### src/rtl/decoder_pkg.sv
// Shared types and helpers for the N-to-2^N registered decoder.
package decoder_pkg;

  typedef enum logic {
    ST_DIRECT,
    ST_SCAN
  } state_t;

  localparam int SEL_W_MAX = 8;
  localparam int OUT_W_MAX = 2 ** SEL_W_MAX;

  function automatic logic [OUT_W_MAX-1:0] onehot(
    input int unsigned idx
  );
    return OUT_W_MAX'(1) << idx;
  endfunction

endpackage

### src/rtl/decoder_nx_scan_ctr.sv
// Scan sweep counters: div paces each line, idx walks the lines.
module decoder_nx_scan_ctr
  import decoder_pkg::*;
#(
  parameter int SEL_W    = 2,
  parameter int SCAN_DIV = 4
) (
  input  logic             clk,
  input  logic             rst,
  input  logic             clear,
  input  logic             run,
  output logic [SEL_W-1:0] idx
);

  localparam int DIV_W =
    (SCAN_DIV > 1) ? $clog2(SCAN_DIV) : 1;
  localparam logic [DIV_W-1:0] DIV_MAX =
    DIV_W'(SCAN_DIV - 1);

  logic [DIV_W-1:0] div;

  // idx wraps for free: OUT_W is exactly 2**SEL_W
  always_ff @(posedge clk) begin
    if (rst || clear) begin
      div <= '0;
      idx <= '0;
    end else if (run) begin
      if (div == DIV_MAX) begin
        div <= '0;
        idx <= idx + 1'b1;
      end else begin
        div <= div + 1'b1;
      end
    end
  end

endmodule

### src/rtl/decoder_nx_seq.sv
// Registered one-hot decoder with valid/ready and a self-timed scan.
// Define DECODER_NX_ACTLOW_EN for an active-low (one-cold) out bus.
module decoder_nx_seq
  import decoder_pkg::*;
#(
  parameter int SEL_W    = 2,
  parameter int SCAN_DIV = 4,
  localparam int OUT_W   = 2 ** SEL_W
) (
  input  logic             clk,
  input  logic             rst,
  input  logic [SEL_W-1:0] sel_in,
  input  logic             in_valid,
  output logic             in_ready,
  input  logic             scan_en,
  output logic [OUT_W-1:0] out,
  output logic [SEL_W-1:0] out_sel,
  output logic             out_valid,
  input  logic             out_ready
);

  state_t           state_q, state_d;
  logic             vld_q, vld_d;
  logic [SEL_W-1:0] sel_q, sel_d;
  logic             ctr_clear, ctr_run;
  logic [SEL_W-1:0] idx;
  logic [OUT_W-1:0] out_oh;
  logic             slot_free;

  decoder_nx_scan_ctr #(
    .SEL_W   (SEL_W),
    .SCAN_DIV(SCAN_DIV)
  ) u_ctr (
    .clk  (clk),
    .rst  (rst),
    .clear(ctr_clear),
    .run  (ctr_run),
    .idx  (idx)
  );

  assign slot_free = !vld_q || out_ready;
  assign in_ready  = (state_q == ST_DIRECT)
                  && !scan_en && slot_free;

  always_comb begin
    state_d   = state_q;
    vld_d     = vld_q;
    sel_d     = sel_q;
    ctr_clear = 1'b0;
    ctr_run   = 1'b0;
    unique case (state_q)
      ST_DIRECT: begin
        if (scan_en && slot_free) begin
          state_d   = ST_SCAN;
          ctr_clear = 1'b1;
          vld_d     = 1'b1;
          sel_d     = '0;
        end else if (in_valid && in_ready) begin
          vld_d = 1'b1;
          sel_d = sel_in;
        end else if (vld_q && out_ready) begin
          vld_d = 1'b0;
        end
      end
      ST_SCAN: begin
        if (!scan_en) begin
          state_d   = ST_DIRECT;
          ctr_clear = 1'b1;
          vld_d     = 1'b0;
          sel_d     = '0;
        end else begin
          ctr_run = 1'b1;
        end
      end
      default: state_d = ST_DIRECT;
    endcase
  end

  always_ff @(posedge clk) begin
    if (rst) begin
      state_q <= ST_DIRECT;
      vld_q   <= 1'b0;
      sel_q   <= '0;
    end else begin
      state_q <= state_d;
      vld_q   <= vld_d;
      sel_q   <= sel_d;
    end
  end

  // in scan the index comes straight from the counter register
  always_comb begin
    out_sel = sel_q;
    if (state_q == ST_SCAN) out_sel = idx;
    out_oh = '0;
    if (vld_q) out_oh = OUT_W'(onehot(32'(out_sel)));
  end

  assign out_valid = vld_q;

`ifdef DECODER_NX_ACTLOW_EN
  assign out = ~out_oh;
`else
  assign out = out_oh;
`endif

endmodule

### config.mk
export PLATFORM = sky130hd
export DESIGN_NAME = decoder_nx_seq
export DESIGN_NICKNAME = d
export VERILOG_FILES = /design/src/rtl/decoder_pkg.sv /design/src/rtl/decoder_nx_scan_ctr.sv /design/src/rtl/decoder_nx_seq.sv
export SDC_FILE = /design/constraint.sdc
export NUM_CORES = 1
export LEC_CHECK = 0
export CORE_AREA = 4 4 41 43
export CTS_CLUSTER_SIZE = 40
export DETAILED_ROUTE_END_ITERATION = 7
export DIE_AREA = 0 0 45 47
export PLACE_DENSITY = 0.72
export REMOVE_ABC_BUFFERS = 1
export SLEW_MARGIN = 20
export SYNTH_ARGS = -nofsm -noshare
export SYNTH_HDL_FRONTEND = slang
export SYNTH_SLANG_ARGS = --single-unit
### constraint.sdc
create_clock -name clk -period 3.1 [get_ports clk]
set_input_delay 0.775 -clock clk [delete_from_list [all_inputs] [get_ports clk]]
set_output_delay 0.775 -clock clk [all_outputs]
set_load 0.1 [all_outputs]
==> metrics.yaml, run 1 <==
status: "finished, final reports clean"
worstSetupStartpointType: "primary input"
dieHeight_um: 47
first_global_vias: 395
cts_hold_buf: 0
drc: 0
dp_hpwl_um: 744
grtUsageTotal_pct: 10.8
post_cts_buffers: 0
routedWlPerCell_um: 11.0
pre_cts_ws_ns: 0.296
numCtsBuffers: 3
dr.pass1.iters: 4
synth_seq_cells: 8
drv_cap: 0
grt_max_degree: 18
syn_area_sq_um: 485
drtAntennaViolNets: 0
postSynthAreaPerCell_sq_um: 8.23
final_common_cell: "nor2_1"
htree_num_levels: 1
synthCells: 59
ys_top_cells_by_area: "dfxtp_1 (33%), nor2_1 (7.0%), nand4_1 (6.4%)"
clock-root-buffer: "clkbuf_4"
clock.fmax_mhz: 358
finalCritPeriodShare_pct: 90.1
die_w_um: 45
crit_type: "primary input to primary output"
max_stage_delay_ns: 0.49
worst_setup_path_end_kind: "primary output"
dieArea_sq_um: 2120
ir_drop_uv: 180
cp.arrival_ns: 2.02
maxSlewHeadroom_pct: 61.3
nets: 84
fin_crit_ns: 2.79
setup_viol: 0
drive_gt1_share_pct: 20.3
synthToLayoutAreaGrowth_pct: 30.7
slew_violations: 0
place.gp.congestion: 0.790
start_util_pct: 37.3
cp_max_fo: 4
rows: 13
clock_skew_ns: 0.00312
cts_tree: "done"
clockBufferDepth: 2
grt_pass1_wl_um: 1670
grt_overflow_total: 0
path_clk_slew_ns: 0.06
num_vias: 453
synth_top_cell_by_area: "dfxtp_1"
first_iter_violations: 7
ys_warn_count: 0
power_density_nw_per_um2: 423
crit_slowest_cell: "clkdlybuf4s50_1"
synth-seq-area-share_pct: 33.0
finalPower_w: 0.000268
most-common-layout-cells: "nor2_1 (9), dfxtp_1 (8), buf_4 (8)"
worstSkewPairLatency_ns: 0.25
drt-total-wl_um: 976
core_sq_um: 1300
hp-class: "flip-flop to flip-flop"
cts_sinks: 8
finalHoldViolCount: 0
num_io_pins: 15
rsz0062_at_grt: "false"
p_leak_nw: 0.295
crit_chain: "clkdlybuf4s50_1, and2b_1, nor3_1, buf_12"
cp.required_ns: 2.32
io_buffers: 14
synth_cell_type_count: 25
finalWorstSetupSlack_ns: 0.307
cts_resized: 0
diodes: 0
worst_slew_pin_slew_ns: 0.580
antenna_found_initial: 0
via_per_inst: 5.09
netlist.area_leader.share_pct: 33.0
[cell type report]
class                   count  area, sq um
clock buffers               3         22.5
fillers                   150          667
inverters                   2         7.51
multi-input cells          46          285
flip-flops and latches      8          160
well taps                  15         18.8
repair buffers             15          140
[logic make-up (layout without fill, tap and decap cells)]
group / after synthesis / in the layout / synth area share [%]
buffers and inverters: 5 / 20 / 8.25
xor gates and xnor gates: 2 / 2 / 3.61
DFF: 8 / 8 / 33.0
muxes: 3 / 3 / 7.22
adders and majority gates: 1 / 1 / 2.58
and+or+nand+nor: 33 / 33 / 35.6
AOI/OAI and AO/OA: 7 / 7 / 9.79
[sequential cells by signal, summed over array words and instances (netlist names)]
name       cells
sel_q          2
u_ctr.div      2
u_ctr.idx      2
out_valid      1
state_q        1
[synth_stat cells (all sizes together)]
cell type / number
and3: 2
o21ai: 3
and2b: 1
nand2: 4
o211a: 1
nand3: 4
clkbuf: 1
xor2: 2
a21oi: 2
nand4: 5
nor3: 1
mux2i: 2
o211ai: 1
nand2b: 2
or2: 1
ha: 1
dfxtp: 8
mux2: 1
nor2b: 1
nor2: 9
or2b: 1
buf: 2
inv: 2
nor3b: 2
[per-layer routing]
layer  share of wire (%)  global-route usage, %
met4                0.82                   7.02
met2                  42                   15.8
met5                   0                      0
met1                  48                   14.2
met3                 9.6                   2.68
[metrics by stage]
| stage | std cells | util, % | hold slack (ns) | instance area (sq um) | setup TNS, ns |
|---|---|---|---|---|---|
| floorplan | 56 | - | 0.440 | 453 | -1.27 |
| global placement | 86 | 47.0 | 0.449 | 612 | 0 |
| detailed placement | 86 | 47.0 | 0.455 | 612 | 0 |
| CTS | 89 | 48.8 | 0.462 | 634 | 0 |
| global route | 89 | 48.8 | 0.475 | 634 | 0 |
| finish | 89 | 48.8 | 0.469 | 634 | 0 |
[worst max-delay path, delay by kind of cell]
kind	cells	cell delay, ns
AND/OR/NAND/NOR	2	0.52
buffers and inverters	2	0.71
[path summary, 6_finish.rpt]
kind / slack (ns) / to / cells after the start / start
min reg2reg: 0.47 / u_ctr.div[1] / 2 / u_ctr.div[1]
max reg2reg: 1.83 / u_ctr.idx[1] / 3 / state_q
min: 0.47 / u_ctr.div[1] / 2 / u_ctr.div[1]
max: 0.31 / in_ready / 4 / out_ready
[where the power goes]
part | switching [W] | leakage [nW] | internal, W
Clock | 0.0000363 | 0.0138 | 0.0000444
Combinational | 0.0000501 | 0.216 | 0.0000248
Sequential | 0.00000642 | 0.0652 | 0.000106
(Power assumes the default switching activity.)
==> run 2, diff against run 1 <==
Settings changed: ABC_AREA from default to 1, PLACE_DENSITY 0.72 to 0.68, SLEW_MARGIN 20 to default.
Clock period 3.1 ns to 3.4 ns, I/O delays scaled along.
==> run 2 against run 1 <==
Effect of this change: combinational power rose by 52%; non-clock buffer count fell by 1; register-to-register slack improved by 0.30 ns; design area fell by 3.4%; synthesized cell count rose by 6.8%; core utilization fell by 1.6 points; hold slack improved by 0.0045 ns; via count fell by 1.1%; sequential power fell by 7%; highest routed layer unchanged; die area did not move; clock-buffer cell count did not move; largest power group is now combinational logic; clock power fell by 11%.
==> metrics.yaml, run 2 <==
status: "finished, final reports clean"
placed_area_sq_um: 591  # -3.5%
postSynthAreaPerCell_sq_um: 6.97  # -15%
startpoint: "scan_en"
cp-endpoint: "in_ready"
first_global_vias: 380  # -3.8%
core_sq_um: 1300  # unchanged
synth_cell_type_count: 18  # -28%
cp.arrival_ns: 1.89  # -0.13 ns
synth_top_cell_by_area: "dfxtp_1"
cts_hold_buf: 0  # unchanged
synth_commonest_cells: "nand2_1 (13), nor2_1 (9), dfxtp_1 (8), a21oi_1 (7), nand3_1 (6)"
synthAdderAreaFrac_pct: 2.85  # +0.27 points
synth_xor_area_share_pct: 1.99  # -1.6 points
final_common_cell: "nand2_1"
final_area_sq_um: 613  # -3.4%
synth-seq-area-share_pct: 36.5  # +3.5 points
worstSetupStartpointType: "primary input"
drc: 0  # unchanged
clock-root-buffer: "clkbuf_4"
synthToLayoutAreaGrowth_pct: 39.6
finalWorstSetupSlack_ns: 0.662  # +0.355 ns
worst_slew_pin_slew_ns: 0.502  # -0.0778 ns
async_reset_ff_share_pct: 0  # unchanged
reg2reg_depth: 4  # +1
num_vias: 448  # -1.1%
netlist.area_leader.share_pct: 36.5  # +3.5 points
start_util_pct: 33.7  # -3.6 points
clock.fmax_mhz: 365
num_io_pins: 15  # unchanged
dieHeight_um: 47  # unchanged
drv_cap: 0  # unchanged
setup_viol: 0  # unchanged
most-common-layout-cells: "nand2_1 (13), nor2_1 (9), dfxtp_1 (8)"
dieArea_sq_um: 2120  # unchanged
synth_top_family_by_area: "simple AND/OR/NAND/NOR gates"
place.gp.congestion: 0.739  # -6.4%
clockBufferDepth: 2  # unchanged
worstSkewPairLatency_ns: 0.25  # about the same
grt_max_degree: 11  # -7
r2r_end: "u_ctr.div[1]"
synth_seq_cells: 8  # unchanged
nets: 90  # +7.1%
antenna_found_initial: 0  # unchanged
syn_area_sq_um: 439  # -9.5%
synthFlopType: "dfxtp_1"
drive_gt1_share_pct: 23.8  # +3.5 points
yosys.area_share.simple_pct: 39.9  # +4.3 points
dr.pass1.iters: 3  # -1
synth-compound-area-share_pct: 12.3  # +2.5 points
r2r_slack_ns: 2.13  # +0.30 ns
die_w_um: 45  # unchanged
muxShareOfSynthArea_pct: 0  # -7.2 points
pre_cts_ws_ns: 0.654  # +0.357 ns
post_cts_buffers: 0  # unchanged
instances_no_fill: 95  # +6.7%
clock_skew_ns: 0.00261  # -0.000505 ns
ys_warn_count: 0  # unchanged
htree_num_levels: 1  # unchanged
cp.required_ns: 2.55  # +0.23 ns
first_iter_violations: 10  # +3
rows: 13  # unchanged
slew_violations: 0  # unchanged
synth_edf_count: 0  # unchanged
synthCells: 63  # +6.8%
grt_overflow_total: 0  # unchanged
maxSlewHeadroom_pct: 66.2  # +4.9 points
dp_hpwl_um: 704  # -5.5%
cts_resized: 0  # unchanged
cts_sinks: 8  # unchanged
finalPower_w: 0.000290  # +8.2%
holdCritStartpoint: "u_ctr.div[1]"
path_clk_slew_ns: 0.05  # about the same
grt_pass1_wl_um: 1460  # -13%
yosysMostFrequentCell: "nand2_1"
fin_crit_ns: 2.74
drtAntennaViolNets: 0  # unchanged
cts_tree: "done"
cp_max_fo: 5  # +1
io_buffers: 14  # unchanged
p_leak_nw: 0.297  # +0.65%
top_regs: "sel_q x2, u_ctr.div x2, u_ctr.idx x2"
grtUsageTotal_pct: 9.90  # -0.94 points
ir_drop_uv: 208  # +15%
crit_type: "primary input to primary output"
ys_top_cells_by_area: "dfxtp_1 (36%), nand2_1 (11%), a21oi_1 (8.0%)"
placed_cells: 92  # +7.0%
reg2reg_from: "state_q"
diodes: 0  # unchanged
worst_setup_path_end_kind: "primary output"
hp-class: "flip-flop to flip-flop"
via_per_inst: 4.72  # -7.3%
numCtsBuffers: 3  # unchanged
finalCritPeriodShare_pct: 80.5
drt-total-wl_um: 860  # -12%
finalHoldViolCount: 0  # unchanged
rsz0062_at_grt: "false"
power_density_nw_per_um2: 473  # +12%
routedWlPerCell_um: 9.05  # -17%
## run 2: critical path, cell delays in order
cell             delay [ns]
clkdlybuf4s50_1        0.51
nor2_1                 0.16
and2_1                 0.18
buf_12                 0.18
## run 2: per-layer routing
metal | routed length (um) | GRT usage, % | up-vias
met1 | 403 | 10.8 | 188
li1 | - | - | 240
met2 | 348 | 15.3 | 15
met4 | 21 | 7.02 | 0
met3 | 87 | 4.60 | 5
met5 | 0 | 0 | -
## run 2: worst min-delay path by stage
stage,end,cells after the start
global placement,u_ctr.div[1],2
finish,u_ctr.div[1],2
floorplan,u_ctr.div[1],2
CTS,u_ctr.div[1],2
global route,u_ctr.div[1],2
detailed placement,u_ctr.div[1],2
## run 2: cell families (layout without fill, tap and decap cells)
| logic type | count (synthesis) | count (layout) |
|---|---|---|
| XOR/XNOR | 1 | 1 |
| buffers and inverters | 7 | 24 |
| AO/OA/AOI/OAI | 10 | 10 |
| flip-flops | 8 | 8 |
| adder cells (fa/ha/maj) | 1 | 1 |
| AND/OR/NAND/NOR | 36 | 36 |
## run 2: per-stage QoR
stage	util (%)	hold slack, ns	setup TNS, ns
2_1_floorplan	-	0.444	-0.250
3_3_place_gp	45.4	0.456	0
4_1_cts	47.1	0.473	0
3_5_place_dp	45.4	0.464	0
6_report	47.1	0.474	0
5_1_grt	47.1	0.489	0
## run 2: cell type report
cell class	instances	area, sq um
Timing Repair Buffer	14	133
Tap cell	15	18.8
Inverter	7	28.8
Clock buffer	3	22.5
Fill cell	142	688
Multi-Input combinational cell	48	250
Sequential cell	8	160
## run 2: power breakdown
| group | switching, W | total, W | internal (W) |
|---|---|---|---|
| Clock | 0.0000313 | 0.0000716 | 0.0000403 |
| Combinational | 0.0000836 | 0.000114 | 0.0000304 |
| Sequential | 0.00000545 | 0.000105 | 0.0000992 |
| Total | 0.000120 | 0.000290 | 0.000170 |
==> run 3, diff against run 2 <==
Clock period 3.4 ns to 2.76 ns, I/O delays scaled along.
==> run 3 against run 2 <==
Effect of this change: final cell count stayed put; largest cell class unchanged; flip-flop and latch count stayed put; via count is 0.67% higher; critical path type unchanged; critical path depth stayed put; sequential power is 23% higher.
==> metrics.yaml, run 3 (synthesis results as in run 2) <==
status: "finished, final reports clean"
crit_buf_inv: 2  # unchanged
r2r_end: "u_ctr.idx[1]"
clock-root-buffer: "clkbuf_4"
place.gp.congestion: 0.736  # -0.45%
first_global_vias: 380  # unchanged
dr.pass1.iters: 3  # unchanged
diodes: 0  # unchanged
cts_tree: "done"
maxSlewHeadroom_pct: 68.0  # +1.8 points
dieHeight_um: 47  # unchanged
slew_violations: 0  # unchanged
placed_cells: 92  # unchanged
via_per_inst: 4.75  # +0.67%
cp.required_ns: 2.07  # -0.48 ns
cp_max_fo: 5  # unchanged
reg2reg_from: "state_q"
core_sq_um: 1300  # unchanged
crit_chain: "clkdlybuf4s50_1, nor2_1, and2_1, buf_12"
drive_gt1_share_pct: 23.8  # unchanged
worstSkewPairLatency_ns: 0.25  # about the same
grt_max_degree: 11  # unchanged
worst_slew_pin_slew_ns: 0.475  # -0.0269 ns
num_vias: 451  # +0.67%
routedWlPerCell_um: 9.02  # -0.35%
htree_num_levels: 1  # unchanged
drt-total-wl_um: 857  # -0.35%
clock_skew_ns: 0.00382  # +0.00121 ns
clock.fmax_mhz: 415
reg2reg_depth: 4  # unchanged
setup_viol: 0  # unchanged
finalHoldViolCount: 0  # unchanged
die_w_um: 45  # unchanged
nets: 90  # unchanged
hp-class: "flip-flop to flip-flop"
cts_resized: 0  # unchanged
r2r_slack_ns: 1.51  # -0.62 ns
cts_hold_buf: 0  # unchanged
drtAntennaViolNets: 0  # unchanged
rows: 13  # unchanged
start_util_pct: 33.7  # unchanged
grt_pass1_wl_um: 1480  # +1.9%
fin_crit_ns: 2.41
worstSetupStartpointType: "primary input"
finalPower_w: 0.000363  # +25%
num_io_pins: 15  # unchanged
post_cts_buffers: 0  # unchanged
drc: 0  # unchanged
synthToLayoutAreaGrowth_pct: 45.3
dp_hpwl_um: 696  # -1.1%
grtUsageTotal_pct: 9.92  # +0.016 points
whs_endpoint: "u_ctr.div[1]"
ir_drop_uv: 333  # +60%
worst_setup_path_end_kind: "primary output"
path_clk_slew_ns: 0.05  # about the same
dieArea_sq_um: 2120  # unchanged
multi_input_area_sq_um: 250  # unchanged
clockBufferDepth: 2  # unchanged
placed_area_sq_um: 616  # +4.2%
most-common-layout-cells: "nand2_1 (13), nor2_1 (9), dfxtp_1 (8)"
holdPathStages: 2  # unchanged
max_stage_delay_ns: 0.50  # about the same
holdCritStartpoint: "u_ctr.div[1]"
final_area_sq_um: 638  # +4.1%
numCtsBuffers: 3  # unchanged
fill_cells: 134  # -5.6%
cp_top_family: "buffers and inverters"
grt_overflow_total: 0  # unchanged
cp.arrival_ns: 1.72  # -0.17 ns
drv_cap: 0  # unchanged
cts_sinks: 8  # unchanged
first_iter_violations: 3  # -7
final_common_cell: "nand2_1"
p_leak_nw: 0.303  # +2.1%
crit_type: "primary input to primary output"
rsz0062_at_grt: "false"
antenna_found_initial: 0  # unchanged
finalCritPeriodShare_pct: 87.2
io_buffers: 14  # unchanged
power_density_nw_per_um2: 569  # +20%
ff_latch_area_sq_um: 160  # unchanged
crit_slowest_cell: "clkdlybuf4s50_1"
instances_no_fill: 95  # unchanged
top_regs: "sel_q x2, u_ctr.div x2, u_ctr.idx x2"
==> run 3: tightest hold or removal path, delay by kind of cell (launching register included) <==
| kind | cells | cell delay [ns] |
|---|---|---|
| and+or+nand+nor | 1 | 0.06 |
| AOI/OAI and AO/OA | 1 | 0.06 |
| DFF | 1 | 0.31 |
==> run 3: cell type report <==
cell class | count | area share (%)
inverter | 7 | 4.51
tap | 15 | 2.94
multi-input combinational | 48 | 39.2
timing repair buffer | 14 | 24.7
sequential | 8 | 25.1
clock buffer | 3 | 3.53
==> run 3: worst max-delay path by stage <==
stage | from | endpoint | slack, ns | cells past startpoint
global route | scan_en | in_ready | 0.31 | 4
detailed placement | scan_en | in_ready | 0.35 | 4
finish | scan_en | in_ready | 0.35 | 4
CTS | scan_en | in_ready | 0.35 | 4
floorplan | state_q | out[1] | -0.60 | 4
global placement | scan_en | in_ready | 0.36 | 4
==> run 3: power breakdown <==
group / switching, W / internal (W) / leakage (nW) / total [W]
Sequential: 0.00000675 / 0.000122 / 0.0655 / 0.000129
Combinational: 0.000104 / 0.0000429 / 0.224 / 0.000147
Clock: 0.0000375 / 0.0000496 / 0.0138 / 0.0000871
Total: 0.000148 / 0.000215 / 0.303 / 0.000363
==> run 3: through the flow <==
stage          TNS [ns]  worst slack, ns  hold slack (ns)  utilization (%)
4_1_cts               0            0.348            0.473             49.0
6_report              0            0.353            0.478             49.0
3_5_place_dp          0            0.347            0.463             47.3
3_3_place_gp          0            0.356            0.456             47.3
2_1_floorplan     -2.02           -0.605            0.444                -
5_1_grt               0            0.311            0.485             49.0
==> run 3: layer usage <==
layer  global-route usage [%]  part of all wire, %  vias up  wire length, um
met5                        0                    0        -                0
met4                     7.02                  2.5        0               21
met3                     4.98                   11        4               93
met2                     13.8                   42       15              359
met1                     11.8                   45      193              383
li1                         -                    -      239                -
